===== config.mk =====
export PLATFORM = sky130hd
export DESIGN_NAME = uart_rx
export DESIGN_NICKNAME = d
export VERILOG_FILES = /design/src/rtl/uart_rx.sv
export SDC_FILE = /design/constraint.sdc
export NUM_CORES = 1
export LEC_CHECK = 0
export ABC_AREA = 1
export CORE_UTILIZATION = 57
export CTS_CLUSTER_DIAMETER = 100
export DETAILED_ROUTE_END_ITERATION = 10
export PLACE_DENSITY_LB_ADDON = 0.1
export REMOVE_ABC_BUFFERS = 1
export SLEW_MARGIN = 20
export SYNTH_ARGS = -nofsm -noshare
export SYNTH_HDL_FRONTEND = slang
export SYNTH_SLANG_ARGS = --single-unit

===== constraint.sdc =====
create_clock -name clk100 -period 1.9 [get_ports clk100]
set_input_delay 0.475 -clock clk100 [delete_from_list [all_inputs] [get_ports clk100]]
set_output_delay 0.475 -clock clk100 [all_outputs]
set_load 0.005 [all_outputs]

===== src/rtl/uart_rx.sv =====
// Purpose : 8N1 UART receiver (LSB first) with 2-flop rx synchroniser and centre-of-bit sampling.
// Latency : rx_valid / rx_frame_error pulse 3 + (BAUD_DIVISOR>>1) + 9*(BAUD_DIVISOR+1) clocks after rx is first captured low.
// Backpr. : none; rx_data is held only until the next good frame, so the consumer must take it before then.
//
// Ports:
//   clk100         system clock, rising edge
//   rst            synchronous reset, active high
//   rx             asynchronous serial line, idles high
//   rx_data        last correctly framed byte, held until the next good frame
//   rx_valid       one-cycle pulse when rx_data has been updated
//   rx_frame_error one-cycle pulse when the stop bit is sampled low
//   rx_busy        high whenever the receiver is not idle
module uart_rx #(
    parameter logic [9:0] BAUD_DIVISOR = 10'd868   // bit period is BAUD_DIVISOR+1 clocks
) (
    input  logic       clk100,
    input  logic       rst,
    input  logic       rx,
    output logic [7:0] rx_data,
    output logic       rx_valid,
    output logic       rx_frame_error,
    output logic       rx_busy
);

    typedef enum logic [2:0] {
        IDLE,
        START,
        DATA,
        STOP,
        WAIT_HIGH
    } state_t;

    // Half a bit period: moves the sampling point from the falling edge to the bit centre.
    localparam logic [9:0] HALF = BAUD_DIVISOR >> 1;

    logic       s1;
    logic       s2;
    state_t     state;
    logic [9:0] timer;
    logic [2:0] bit_idx;
    logic [7:0] shreg;

    always_ff @(posedge clk100) begin
        if (rst) begin
            s1             <= 1'b1;
            s2             <= 1'b1;
            state          <= IDLE;
            timer          <= '0;
            bit_idx        <= '0;
            shreg          <= '0;
            rx_data        <= '0;
            rx_valid       <= 1'b0;
            rx_frame_error <= 1'b0;
            rx_busy        <= 1'b0;
        end else begin
            s1             <= rx;
            s2             <= s1;
            rx_valid       <= 1'b0;
            rx_frame_error <= 1'b0;

            case (state)
                IDLE: begin
                    if (!s2) begin
                        state   <= START;
                        timer   <= HALF;
                        rx_busy <= 1'b1;
                    end
                end

                START: begin
                    if (timer != 10'd0) begin
                        timer <= timer - 10'd1;
                    end else if (s2) begin
                        // Line back high at the start-bit centre: treat as a glitch.
                        state   <= IDLE;
                        rx_busy <= 1'b0;
                    end else begin
                        state   <= DATA;
                        timer   <= BAUD_DIVISOR;
                        bit_idx <= 3'd0;
                    end
                end

                DATA: begin
                    if (timer != 10'd0) begin
                        timer <= timer - 10'd1;
                    end else begin
                        // LSB arrives first, so after eight right shifts it sits in bit 0.
                        shreg <= {s2, shreg[7:1]};
                        timer <= BAUD_DIVISOR;
                        if (bit_idx == 3'd7) begin
                            state <= STOP;
                        end else begin
                            bit_idx <= bit_idx + 3'd1;
                        end
                    end
                end

                STOP: begin
                    if (timer != 10'd0) begin
                        timer <= timer - 10'd1;
                    end else if (s2) begin
                        // Back to IDLE mid stop bit so an immediately following start edge is seen.
                        rx_data  <= shreg;
                        rx_valid <= 1'b1;
                        state    <= IDLE;
                        rx_busy  <= 1'b0;
                    end else begin
                        rx_frame_error <= 1'b1;
                        state          <= WAIT_HIGH;
                    end
                end

                WAIT_HIGH: begin
                    // Absorbs a break so a long low line produces only one error pulse.
                    if (s2) begin
                        state   <= IDLE;
                        rx_busy <= 1'b0;
                    end
                end

                default: begin
                    state   <= IDLE;
                    rx_busy <= 1'b0;
                end
            endcase
        end
    end

endmodule


After elaboration in Yosys (flattened, before gate mapping)

Index checks and enable logic that the tools add are counted.

Register bits after elaboration: 37
Input bits: 3

Multiplexer cells: 26
Bitwise operators: 3
Reduce and logical (&&, ||, !) cells: 12
$add $sub $neg: 2
Equal/unequal tests: 16

Operators by type and width:

| cell                    | number |
|---|---|
| $mux W10                | 5 |
| $pmux W10 S4            | 1 |
| $mux W3                 | 11 |
| $ne A2 B2 Y1 const B    | 10 |
| $pmux W3 S5             | 1 |
| $reduce_bool A10 Y1     | 1 |
| $sub A10 B1 Y10 const B | 1 |
| $eq A3 B2 Y1 const B    | 2 |
| $eq A3 B3 Y1 const B    | 2 |
| $pmux W3 S2             | 1 |
| $reduce_and A3 Y1       | 2 |
| $reduce_and A6 Y1       | 1 |
| $mux W1                 | 5 |
| $reduce_and A5 Y1       | 1 |
| $pmux W1 S4             | 1 |
| $reduce_and A4 Y1       | 1 |
| $reduce_bool A4 Y1      | 1 |
| $add A3 B1 Y3 const B   | 1 |
| $eq A3 B1 Y1 const B    | 1 |
| $logic_not A3 Y1        | 1 |
| $ne A3 B3 Y1 const B    | 1 |
| $not A1 Y1              | 3 |
| $reduce_or A3 Y1        | 1 |
| $mux W2                 | 1 |
| other kinds (3)         | 3 |

Longest topological paths before layout

Depth after elaboration: 4
Gate-level depth with buffers: 12
Gate-level depth less buffers: 12

Worst setup path after synthesis

No wires, ideal clock.

Kind: reg-to-reg
From: register timer[0]
To: register rx_data[0]
Period minus slack after synthesis: 1,403 ps
Required time: 1,784 ps
Path slack: 497 ps
Data arrival time: 1,287 ps
Stages on the path, launching flop included: 9
Path through: dfxtp_1 -> inv_1 -> ha_1 -> nand4_1 -> nor2_4 -> buf_4 -> nand3_2 -> nor2_1 -> nor2_1

Cells in the longest elaborated chain, start to end: 3

Ends and longest elaborated chain:

| element                            | RTL line | text |
|---|---|---|
| start, declared                    | 39       | `logic [9:0] timer;` |
| start signal, assigned             | 72       | `timer <= timer - 10'd1;` |
| start signal, assigned             | 86       | `timer <= timer - 10'd1;` |
| start signal, assigned             | 101      | `timer <= timer - 10'd1;` |
| $reduce_bool A10 Y1                | 100      | `if (timer != 10'd0) begin` |
| $not A1 Y1 (no source line)        | --       |  |
| $reduce_and A3 Y1 (no source line) | --       |  |
| end signal, assigned               | 104      | `rx_data <= shreg;` |
| end, declared                      | 19       | `output logic [7:0] rx_data,` |

Every way passes these cells.
A chain may end at the register's enable or synchronous reset.

Worst setup path after layout

From: register timer[0]
To: register rx_data[1]

The elaborated chain is that of the path after synthesis.

==> reports/qor.csv <==
stage,metric,value,unit
cells_and_area,share of cells above drive strength 1,0.118,
floorplanning,area of the die,3570,µm²
timing,max_slew headroom,0.603,
yosys,"Avg Cell Area, Syn",7.00,µm²
cells_and_area,"Design Area, Final",2120,µm²
worst_setup_path,crit-path cells,inv_1 > ha_1 > nand2_1 > nor2_2 > nand2_2 > nor3_4 > o21ai_0 > nor2_1,
route,post-route ant nets,0,
cts,Worst-path clk slew,100,ps
placed_design,DPL Wire Length,2710,µm
cells_and_area,antenna cell count,0,
run,Max Cap Viol,0,
timing,RSZ-0062 raised after global routing,false,
cts,post-cts resize count,0,
yosys,mapped cell area,1900,µm²
route,WL per Instance,11.3,µm
global_routing,pin count of the biggest net entering global routing,21,
cts,CTS tree,yes,
worst_setup_path,CP bufs+invs,1,
worst_hold_path,Worst Hold Class,reg -> reg,
route,DR iter-0 viols,126,
floorplanning,die width,59.8,µm
worst_setup_path,Worst Setup End Kind,register,
cells_and_area,NumNets Final,294,
timing,final cycle utilization of the critical path,0.889,
global_routing,vias in the first global route,1543,
yosys,YS warnings,0,
timing,Hold Fails Final Rpt,0,
cts,htree depth,2,
power_and_ir_drop,Cell Pwr Density,1590,nW/µm²
cts,Worst-Skew Late Latency,340,ps
route,# DRC,0,
worst_setup_path,Crit Path Class,reg -> reg,
yosys,Unique masters post-synth,28,
floorplanning,I/O Pins,14,
timing,setup TNS,0,ps
timing,max-slew violations,0,
run_status,status,completed,
global_routing,first-pass GRT wire length,6560,µm
route,final wirelength,3740,µm
cts,CTS max path bufs,2,
worst_setup_path,CP required,2170,ps
cts,Num CTS Buffers,5,
timing,fmax,592,MHz
global_routing,Tot GR Track Use,0.245,
worst_setup_path,Critical Path AT,1960,ps
cells_and_area,Area Overhead vs Synth,11.3,%
cts,Num Clock Sinks,37,
yosys,Mapped Cells,272,
global_routing,initial antenna violation count,0,
power_and_ir_drop,Pleak,0.975,nW
yosys,Yosys reg bits,37,
worst_setup_path,CP max stage delay,320,ps
placed_design,RD Place Congestion,0.851,
cells_and_area,final design utilization,0.683,
timing,worst-margin pin slew,595,ps
cts,CTS hold repair buffers,0,
route,Initial DRT Pass Iterations,4,
worst_setup_path,Worst Path Max Fanout,8,
floorplanning,Std-Cell Rows,20,
placed_design,post-place instance area,2060,µm²
global_routing,total grt overflow,0,
yosys,sequential fraction of the synthesis area,0.389,
cts,Root Driver,clkbuf_4,
worst_setup_path,Critical Path Start Type,register,
worst_setup_path,"Largest delay share family, worst path",simple AND/OR/NAND/NOR gates,
timing,clk_skew,6.74,ps
worst_setup_path,Worst path slowest cell,dfxtp_1,
floorplanning,Die H,59.8,µm
power_and_ir_drop,Peak VDD IR,0.732,mV
route,routed via count,1708,
worst_setup_path,R2R Setup Slk,210,ps
route,vias per cell,5.16,
cells_and_area,Filler Cell Count,297,
floorplanning,Starting Density,0.613,
placed_design,PortBufs,13,
timing,Period minus WS final,1690,ps
cts,Post-CTS Setup Bufs,0,
floorplanning,Core Box Area,3100,µm²
timing,Setup Viol. Count Final,0,
## power breakdown
part | internal [W] | switching (W) | leakage [nW]
clock network | 0.000175 | 0.000244 | 0.0314
logic | 0.000622 | 0.00124 | 0.642
registers | 0.000930 | 0.000152 | 0.302
total | 0.00173 | 0.00164 | 0.975
## per-stage QoR
| step | worst slack [ps] | hold slack, ps | power, W | std cells |
|---|---|---|---|---|
| floorplan | 481 | 389 | 0.00258 | 266 |
| global placement | 198 | 400 | 0.00292 | 324 |
| detailed placement | 148 | 407 | 0.00295 | 324 |
| CTS | 217 | 431 | 0.00337 | 331 |
| global route | 65.5 | 455 | 0.00370 | 331 |
| finish | 211 | 427 | 0.00336 | 331 |
## worst register-to-register path, stage by stage, from the launching register on
cell and delay [ps]:
dfxtp_1 320, inv_1 110, ha_1 180, nand2_1 70
nor2_2 210, nand2_2 180, nor3_4 300, o21ai_0 130
nor2_1 130
## layout by cell type (no fill, tap or decap)
cell type	count
nand2_1	66
nor2_1	41
dfxtp_1	37
nand3_1	26
inv_1	24
a21oi_1	17
o21ai_0	14
clkdlybuf4s50_1	13
nor2_2	5
clkbuf_4	5
inv_2	4
nand2_2	4
nand4_1	4
ha_1	4
a21oi_4	2
nor2_4	2
nand3_2	2
nand2_4	2
xor2_1	2
nor3_1	2
or2_2	2
nand3_4	1
nor3_4	1
nand4_2	1
o21ai_1	1
a21boi_2	1
nor4_1	1
clkbuf_1	1
clkbuf_8	1
buf_4	1
## area by class of cell
| class | instances | area [µm²] | area share |
|---|---|---|---|
| Clock buffer | 7 | 55.1 | 0.0260 |
| Multi-Input combinational cell | 201 | 1020 | 0.484 |
| Tap cell | 44 | 55.1 | 0.0260 |
| Inverter | 28 | 105 | 0.0496 |
| Timing Repair Buffer | 14 | 138 | 0.0650 |
| Sequential cell | 37 | 741 | 0.350 |
## registers in the layout, indices dropped and copies added, names as in the netlist
register        flops
s1                  1
timer              10
state               3
rx_frame_error      1
bit_idx             3
shreg               8
rx_valid            1
rx_busy             1
rx_data             8
s2                  1
## routing by layer
layer | share of wire | global-route usage | vias to the layer above
met5 | 0 | 0 | -
met4 | 0.012 | 0.0864 | 0
met3 | 0.039 | 0.0628 | 5
met2 | 0.44 | 0.389 | 38
met1 | 0.50 | 0.322 | 762
li1 | - | - | 903
## Yosys cell counts, drive strengths merged
cell type	count	area (µm²)
nand2	72	295
nor2	48	208
dfxtp	37	741
nand3	29	168
inv	28	105
a21oi	19	118
o21ai	15	75.1
nand4	5	37.5
buf	4	25.0
ha	4	50.1
nor3	3	26.3
clkbuf	2	7.51
or2	2	12.5
xor2	2	17.5
a21boi	1	11.3
nor4	1	6.26
## cell families (layout without fill, tap and decap cells)
family          count (synthesis)  after routing  share of synthesized area
simple gates                  160            160                      0.396
flops                          37             37                      0.389
compound gates                 35             35                      0.107
buf+inv                        34             49                     0.0723
fa+ha+maj                       4              4                     0.0263
xor+xnor                        2              2                    0.00921
## final timing paths
check                   startpoint                      end  depth (start not counted)
max          timer[0]$_SDFFE_PP0P_  rx_data[1]$_SDFFE_PP0P_                          8
min                  s1$_SDFF_PP1_            s2$_SDFF_PP1_                          1
min reg2reg          s1$_SDFF_PP1_            s2$_SDFF_PP1_                          1
max reg2reg  timer[0]$_SDFFE_PP0P_  rx_data[1]$_SDFFE_PP0P_                          8
Power figures use the tool's default switching activity.
